===== src/rtl/au.sv =====
// Registered adder unit: WIDTH-bit sum of a and b with sign, zero, carry,
// even-parity and signed-overflow flags, one cycle of latency and a valid strobe.
module au #(
  parameter int unsigned WIDTH = 16
) (
  input  logic             clk,
  input  logic             rst,
  input  logic             in_valid,
  input  logic [WIDTH-1:0] a,
  input  logic [WIDTH-1:0] b,
  output logic [WIDTH-1:0] c,
  output logic             s,
  output logic             zr,
  output logic             cy,
  output logic             p,
  output logic             v,
  output logic             out_valid
);

  localparam int unsigned MSB = WIDTH - 1;

  logic [WIDTH:0]   sum_c;
  logic [WIDTH-1:0] res_c;
  logic             s_c;
  logic             zr_c;
  logic             cy_c;
  logic             p_c;
  logic             v_c;

  // Full-width add with the carry landing in the extra top bit.
  always_comb begin
    sum_c = (WIDTH + 1)'(a) + (WIDTH + 1)'(b);
    res_c = sum_c[WIDTH-1:0];
    cy_c  = sum_c[WIDTH];
    s_c   = res_c[MSB];
    zr_c  = (res_c == '0);
    p_c   = ~^res_c;
    v_c   = (a[MSB] == b[MSB]) && (res_c[MSB] != a[MSB]);
  end

  // Result and flags hold when no operands arrive; only the strobe drops.
  always_ff @(posedge clk) begin
    if (rst) begin
      c         <= '0;
      s         <= 1'b0;
      zr        <= 1'b0;
      cy        <= 1'b0;
      p         <= 1'b0;
      v         <= 1'b0;
      out_valid <= 1'b0;
    end else begin
      out_valid <= in_valid;
      if (in_valid) begin
        c  <= res_c;
        s  <= s_c;
        zr <= zr_c;
        cy <= cy_c;
        p  <= p_c;
        v  <= v_c;
      end
    end
  end

endmodule


===== config.mk =====
export PLATFORM = sky130hd
export DESIGN_NAME = au
export DESIGN_NICKNAME = d
export VERILOG_FILES = /design/src/rtl/au.sv
export SDC_FILE = /design/constraint.sdc
export NUM_CORES = 1
export LEC_CHECK = 0
export CORE_ASPECT_RATIO = 0.6
export CORE_MARGIN = 1
export CORE_UTILIZATION = 45
export DETAILED_ROUTE_END_ITERATION = 10
export GPL_ROUTABILITY_DRIVEN = 1
export PLACE_DENSITY = 0.84
export SETUP_SLACK_MARGIN = 0.15
export SYNTH_ARGS = -nofsm -noshare
export SYNTH_HDL_FRONTEND = slang
export SYNTH_SLANG_ARGS = --single-unit

===== constraint.sdc =====
create_clock -name clk -period 10.16 [get_ports clk]
set_input_delay 2.032 -clock clk [delete_from_list [all_inputs] [get_ports clk]]
set_output_delay 2.032 -clock clk [all_outputs]
set_load 0.01 [all_outputs]

==> impl_metrics.tcl, run 1 <==
set metrics [dict create \
    synth_most_common_cell "nand2_1" \
    vias 1643 \
    clkPwrFrac_pct 17.0 \
    clk_latency_ns 0.26 \
    antenna_left 0 \
    cap_viol_max_count 0 \
    synth_cell_types 45 \
    post_cts_resized 0 \
    arrival_ns 5.56 \
    postCtsSetupBuffers 0 \
    gp_congestion 0.813 \
    cts_tree "built" \
    place_hpwl_mm 3.42 \
    drt-initial-drc-count 43 \
    coreArea_um2 3440 \
    grt_pass1_vias 1603 \
    ys_async_sr_fraction_pct 0 \
    synth_top_flop_cell "dfxtp_1" \
    port_buffers 56 \
    routedWlPerCell_um 14.0 \
    fp-row-count 16 \
    rsz0062_at_grt "no" \
    htreeDepth 1 \
    power_switching_mw 0.116 \
    required_ns 10.33 \
    wirelength_mm 4.25 \
    max_slew_margin_pct 44.5 \
    path_delay_family "XOR/XNOR gates" \
    crit_path_end_kind "register" \
    fin_skew_ns 0 \
    cts_hold_buf 0 \
    crit_top_cell "xnor2_1" \
    cpMaxStageDelayCell "clkdlybuf4s50_1" \
    hold_viol 0 \
    fmax_mhz 186 \
    crit_chain "clkdlybuf4s50_1, ha_1, inv_1, fa_1, nor2b_1, o2111ai_1, a211oi_1, or3_1, xnor2_1, ha_1, xor2_1, xnor2_1, xnor2_1, xnor3_1, a211oi_2" \
    ys_top_cells_by_area "dfxtp_1, ha_1, nand2_1" \
    drc 0 \
    worst_pin_slew_ns 0.832 \
    period_minus_slack_ns 5.38 \
    grt_max_degree 32 \
    grt_remaining_overflow 0 \
    fp.dieW_um 81.8 \
    grt_pass1_wl_mm 7.17 \
    vias_per_cell 5.40 \
    critical_path_class "input port to register" \
    cpPeakStageDelay_ns 0.46 \
    dieArea_um2 4080 \
    die_h_um 49.9 \
    p_int_mw 0.209 \
    setup_slack_ns 4.78 \
    diodes 0 \
    tns_ns 0 \
    drive_gt1_share_pct 5.02 \
    cp_num_buf_inv 2 \
    pwr-share-comb_pct 53.3 \
    netlist_instances 207 \
    clock_sinks 21 \
    power.density_nw_per_um2 138 \
    ys_ff_latch 21 \
    antenna_found_initial 0 \
    avgSynthCellArea_um2 8.30 \
    netlist_area_um2 1720 \
    vdd_ir_drop_max_mv 0.0740 \
    io_pins 57 \
    detail_route.first_pass.iterations 4 \
    period_share_pct 53.0 \
    ys_top_cells_by_count "nand2_1, ha_1, dfxtp_1" \
    syn_nets 266 \
    dp_slack_ns 4.52 \
    initial_core_util_pct 49.9 \
    clkTransAtPathRegs_ns 0.08 \
    p_seq_share_pct 29.7 \
    cp-start-kind "input port" \
    synth_area_leader_cell "dfxtp_1" \
    num-fill-cells 299 \
    synth_edf_count 0 \
    hold_class "register to register" \
    outcome "finished clean" \
    synth_seq_area_share_pct 24.5 \
    grt_use_total_pct 22.9 \
    swShare_pct 35.7 \
    syn2layout_area_growth_pct 36.6 \
    final_max_slew_viol_count 0 \
    yosys.area.top_type_share_pct 24.5 \
    setup_violations 0 \
    yosys_warnings 0 \
    path_max_fanout 3 \
    cts_max_path_buffers 2 \
    cts_root_buffer "clkbuf_8" \
    p_leak_nw 0.956 \
    numCtsBuffers 3 \
    nets 319 \
]
cells by family (layout without fill, tap and decap cells):
family / after synthesis / in the layout / synth area share [%]
DFF: 21 / 21 / 24.5
adders and majority gates: 24 / 24 / 17.9
AOI/OAI and AO/OA: 54 / 54 / 21.6
buffers and inverters: 16 / 68 / 3.71
xor gates and xnor gates: 19 / 19 / 10.9
and+or+nand+nor: 71 / 71 / 20.2
muxes: 2 / 2 / 1.17
worst min-delay path, delay by kind of cell, from the launching register on:
kind	cells	cell delay, ns
AND/OR/NAND/NOR	1	0.06
AO/OA/AOI/OAI	1	0.06
flip-flops	1	0.33
state kept, by name (all words and copies together) (netlist names):
name and count:
cy 1, zr 1, out_valid 1, p 1, c 16, v 1
stage by stage:
stage | utilization (%) | instance area [um^2] | hold slack [ns] | power (mW) | cells
2_1_floorplan | - | 1720 | 0.486 | 0.215 | 207
3_3_place_gp | 66.8 | 2300 | 0.458 | 0.261 | 300
3_5_place_dp | 66.8 | 2300 | 0.478 | 0.269 | 300
4_1_cts | 68.2 | 2350 | 0.488 | 0.326 | 304
5_1_grt | 68.2 | 2350 | 0.521 | 0.347 | 304
6_report | 68.2 | 2350 | 0.490 | 0.324 | 304
final timing paths:
path / from / to / slack (ns) / cells after the start
setup / recovery: a[0] / p$_SDFFE_PP0P_ / 4.78 / 15
hold reg to reg: zr$_SDFFE_PP0P_ / zr$_SDFFE_PP0P_ / 0.49 / 2
setup reg to reg: c[2]$_SDFFE_PP0P_ / c[2]$_SDFFE_PP0P_ / 9.37 / 3
hold / removal: zr$_SDFFE_PP0P_ / zr$_SDFFE_PP0P_ / 0.49 / 2
power groups by stage:
stage	Combinational [mW]	Clock [mW]	Sequential, mW
after CTS	0.174	0.0561	0.0961
after global placement	0.163	0	0.0979
after detailed placement	0.171	0	0.0980
after floorplan	0.113	0	0.101
after global routing	0.188	0.0616	0.0970
final	0.173	0.0551	0.0963
area by class of cell:
type | count | area [um^2] | area share, %
multi-input combinational | 170 | 1230 | 52.6
timing repair buffer | 56 | 561 | 23.9
sequential | 21 | 420 | 17.9
tap | 45 | 56.3 | 2.40
clock buffer | 3 | 41.3 | 1.76
inverter | 8 | 30.0 | 1.28
clock inverter | 1 | 5.00 | 0.213
per-layer routing:
layer / up-vias / wire length, um / GRT usage (%)
met1: 743 / 2010 / 29.8
li1: 835 / - / -
met3: 8 / 303 / 5.93
met2: 57 / 1890 / 37.5
met5: - / 0 / 0
met4: 0 / 47 / 5.56
cells in the final DEF, fill, tap and decap left out, types with 3 or more instances in the layout:
cell type / synthesis / final
inv_1: 8 / 8
nand2_1: 27 / 27
o21a_1: 4 / 4
a211oi_1: 3 / 3
xor2_1: 8 / 8
o31ai_1: 3 / 3
o21ai_0: 16 / 16
nand3_1: 5 / 5
ha_1: 23 / 23
and2_1: 11 / 11
clkdlybuf4s50_1: 0 / 56
dfxtp_1: 21 / 21
xnor2_1: 9 / 9
nor2_1: 12 / 12
clkbuf_8: 0 / 3
a21oi_1: 16 / 16
No activity file was read; power rests on OpenSTA's default activity.
==> run 2: changes to the inputs <==
--- a/config.mk
+++ b/config.mk
@@ -7,10 +7,10 @@
 export LEC_CHECK = 0
 export CORE_ASPECT_RATIO = 0.6
 export CORE_MARGIN = 1
-export CORE_UTILIZATION = 45
+export CORE_UTILIZATION = 42
 export DETAILED_ROUTE_END_ITERATION = 10
 export GPL_ROUTABILITY_DRIVEN = 1
-export PLACE_DENSITY = 0.84
+export PLACE_DENSITY = 0.82
 export SETUP_SLACK_MARGIN = 0.15
 export SYNTH_ARGS = -nofsm -noshare
 export SYNTH_HDL_FRONTEND = slang
==> constraint.sdc (replaced) <==
create_clock -name clk -period 4.6 [get_ports clk]
set_input_delay 0.92 -clock clk [delete_from_list [all_inputs] [get_ports clk]]
set_output_delay 0.92 -clock clk [all_outputs]
set_load 0.01 [all_outputs]
==> run 2 against run 1 <==
Against the previous run:
- the flow now finishes with violations (DRC)
- global-route usage decreased by 3.7 points
- cell count up 0.66%
- count of clock-buffer cells in the layout unchanged
- register-to-register slack worse by 5.5 ns
- sequential share of layout area about the same
- die area rose by 6.9%
- setup slack got worse by 4.3 ns
- critical path type unchanged
- largest cell class unchanged
- highest routed layer unchanged
==> impl_metrics.tcl, run 2 (synthesis gave the netlist of run 1 again) <==
set metrics [dict create \
    outcome "finished, violations left" \
    violations "DRC" \
    setup_slack_ns 0.454 \
    cpPeakStageDelay_ns 0.46 \
    arrival_ns 4.33 \
    most-common-layout-cells "clkdlybuf4s50_1, nand2_1, ha_1" \
    drt-initial-drc-count 70 \
    cts_max_path_buffers 2 \
    clk_latency_ns 0.26 \
    worst_pin_slew_ns 0.785 \
    largest_reg_flops 16 \
    max_slew_margin_pct 47.6 \
    detail_route.first_pass.iterations 7 \
    rsz0062_at_grt "no" \
    hp-start "zr$_SDFFE_PP0P_" \
    cts_root_buffer "clkbuf_8" \
    hold_viol 0 \
    clock_sinks 21 \
    coreArea_um2 3790 \
    antenna_left 0 \
    syn2layout_area_growth_pct 36.8 \
    antenna_found_initial 0 \
    final_max_slew_viol_count 0 \
    wirelength_mm 4.03 \
    r2r_slack_ns 3.84 \
    vdd_ir_drop_max_mv 0.168 \
    diodes 0 \
    cts_hold_buf 0 \
    nets 319 \
    drive_gt1_share_pct 5.02 \
    numCtsBuffers 3 \
    io_pins 57 \
    routedWlPerCell_um 13.2 \
    hold_end "zr$_SDFFE_PP0P_" \
    initial_core_util_pct 45.4 \
    die_h_um 51.5 \
    post_cts_resized 0 \
    hold_depth 2 \
    postCtsSetupBuffers 0 \
    dp_slack_ns 0.201 \
    grt_pass1_vias 1480 \
    clkTransAtPathRegs_ns 0.08 \
    vias_per_cell 5.39 \
    hold_class "register to register" \
    setup_violations 0 \
    gp_congestion 0.846 \
    fmax_mhz 241 \
    place_hpwl_mm 3.38 \
    period_minus_slack_ns 4.15 \
    required_ns 4.78 \
    cap_viol_max_count 0 \
    port_buffers 56 \
    htreeDepth 1 \
    rr_endpoint "c[5]$_SDFFE_PP0P_" \
    period_share_pct 90.1 \
    grt_use_total_pct 19.2 \
    fp.dieW_um 84.6 \
    final_common_cell "clkdlybuf4s50_1" \
    fin_skew_ns 0 \
    rr_startpoint "c[5]$_SDFFE_PP0P_" \
    cts_tree "built" \
    dieArea_um2 4360 \
    multi_input_area_um2 1230 \
    fp-row-count 17 \
    cp_num_buf_inv 2 \
    grt_pass1_wl_mm 6.62 \
    crit_chain "clkdlybuf4s50_1, ha_1, inv_1, fa_1, nor2b_1, o2111ai_1, a21oi_1, o21a_1, o21a_1, nor2_1, xor2_1, ha_1, xnor2_1, xnor2_1, xnor2_1, xnor3_1, a211oi_2" \
    path_delay_family "compound AO/OA/AOI/OAI gates" \
    grt_max_degree 32 \
    path_max_fanout 3 \
    num-fill-cells 360 \
    seqCellArea_um2 420 \
    crit_path_end_kind "register" \
    p_leak_nw 0.956 \
    vias 1649 \
    tns_ns 0 \
    crit_top_cell "xnor2_1" \
    power.density_nw_per_um2 299 \
    critical_path_class "input port to register" \
    drc 5 \
    top_register "c" \
    worstRegToRegCells 3 \
    cpMaxStageDelayCell "clkdlybuf4s50_1" \
    cp-start-kind "input port" \
    grt_remaining_overflow 0 \
]
==> run 2: cell counts in the layout (fill, tap and decap cells not counted) <==
Identical to the previous run, type by type.
==> run 2: cell type report <==
type | instances | share of cell area [%]
Multi-Input combinational cell | 170 | 52.5
Timing Repair Buffer | 56 | 23.9
Sequential cell | 21 | 17.9
Tap cell | 47 | 2.50
Clock buffer | 3 | 1.76
Inverter | 8 | 1.28
Clock inverter | 1 | 0.213
==> run 2: worst max-delay path by stage <==
| stage | from | slack, ns | cells after the start | end |
|---|---|---|---|---|
| after detailed placement | a[0] | 0.20 | 15 | p$_SDFFE_PP0P_ |
| after global routing | a[0] | 0.27 | 17 | p$_SDFFE_PP0P_ |
| after floorplan | a[0] | 0.93 | 16 | p$_SDFFE_PP0P_ |
| after global placement | a[2] | 0.31 | 14 | p$_SDFFE_PP0P_ |
| final | a[0] | 0.45 | 17 | p$_SDFFE_PP0P_ |
| after CTS | a[0] | 0.47 | 17 | p$_SDFFE_PP0P_ |
==> run 2: per-layer routing <==
| layer | wire (um) | global-route usage, % | vias up |
|---|---|---|---|
| met1 | 2030 | 27.8 | 747 |
| li1 | - | - | 830 |
| met2 | 1710 | 30.6 | 70 |
| met4 | 16 | 3.39 | 0 |
| met5 | 0 | 0 | - |
| met3 | 268 | 3.02 | 2 |
==> run 2: per-stage QoR <==
stage	std cells	power, mW	instance area, um^2	hold WS (ns)	util [%]
3_3_place_gp	302	0.576	2300	0.455	60.8
4_1_cts	306	0.706	2350	0.476	62.1
5_1_grt	306	0.757	2350	0.495	62.1
6_report	306	0.703	2350	0.476	62.1
3_5_place_dp	302	0.588	2300	0.466	60.8
2_1_floorplan	207	0.474	1720	0.486	-
==> run 2: power by group <==
part | total (mW) | internal [mW] | switching [mW] | leakage, nW
registers | 0.213 | 0.201 | 0.0113 | 0.173
logic | 0.369 | 0.198 | 0.171 | 0.758
clock network | 0.121 | 0.0603 | 0.0610 | 0.0255
total | 0.703 | 0.460 | 0.243 | 0.956
==> run 2: worst register-to-register path, cell delays in order, from the launching register on <==
cell	delay (ns)
dfxtp_1	0.32
nand2_1	0.06
o21ai_0	0.09
and2_1	0.19
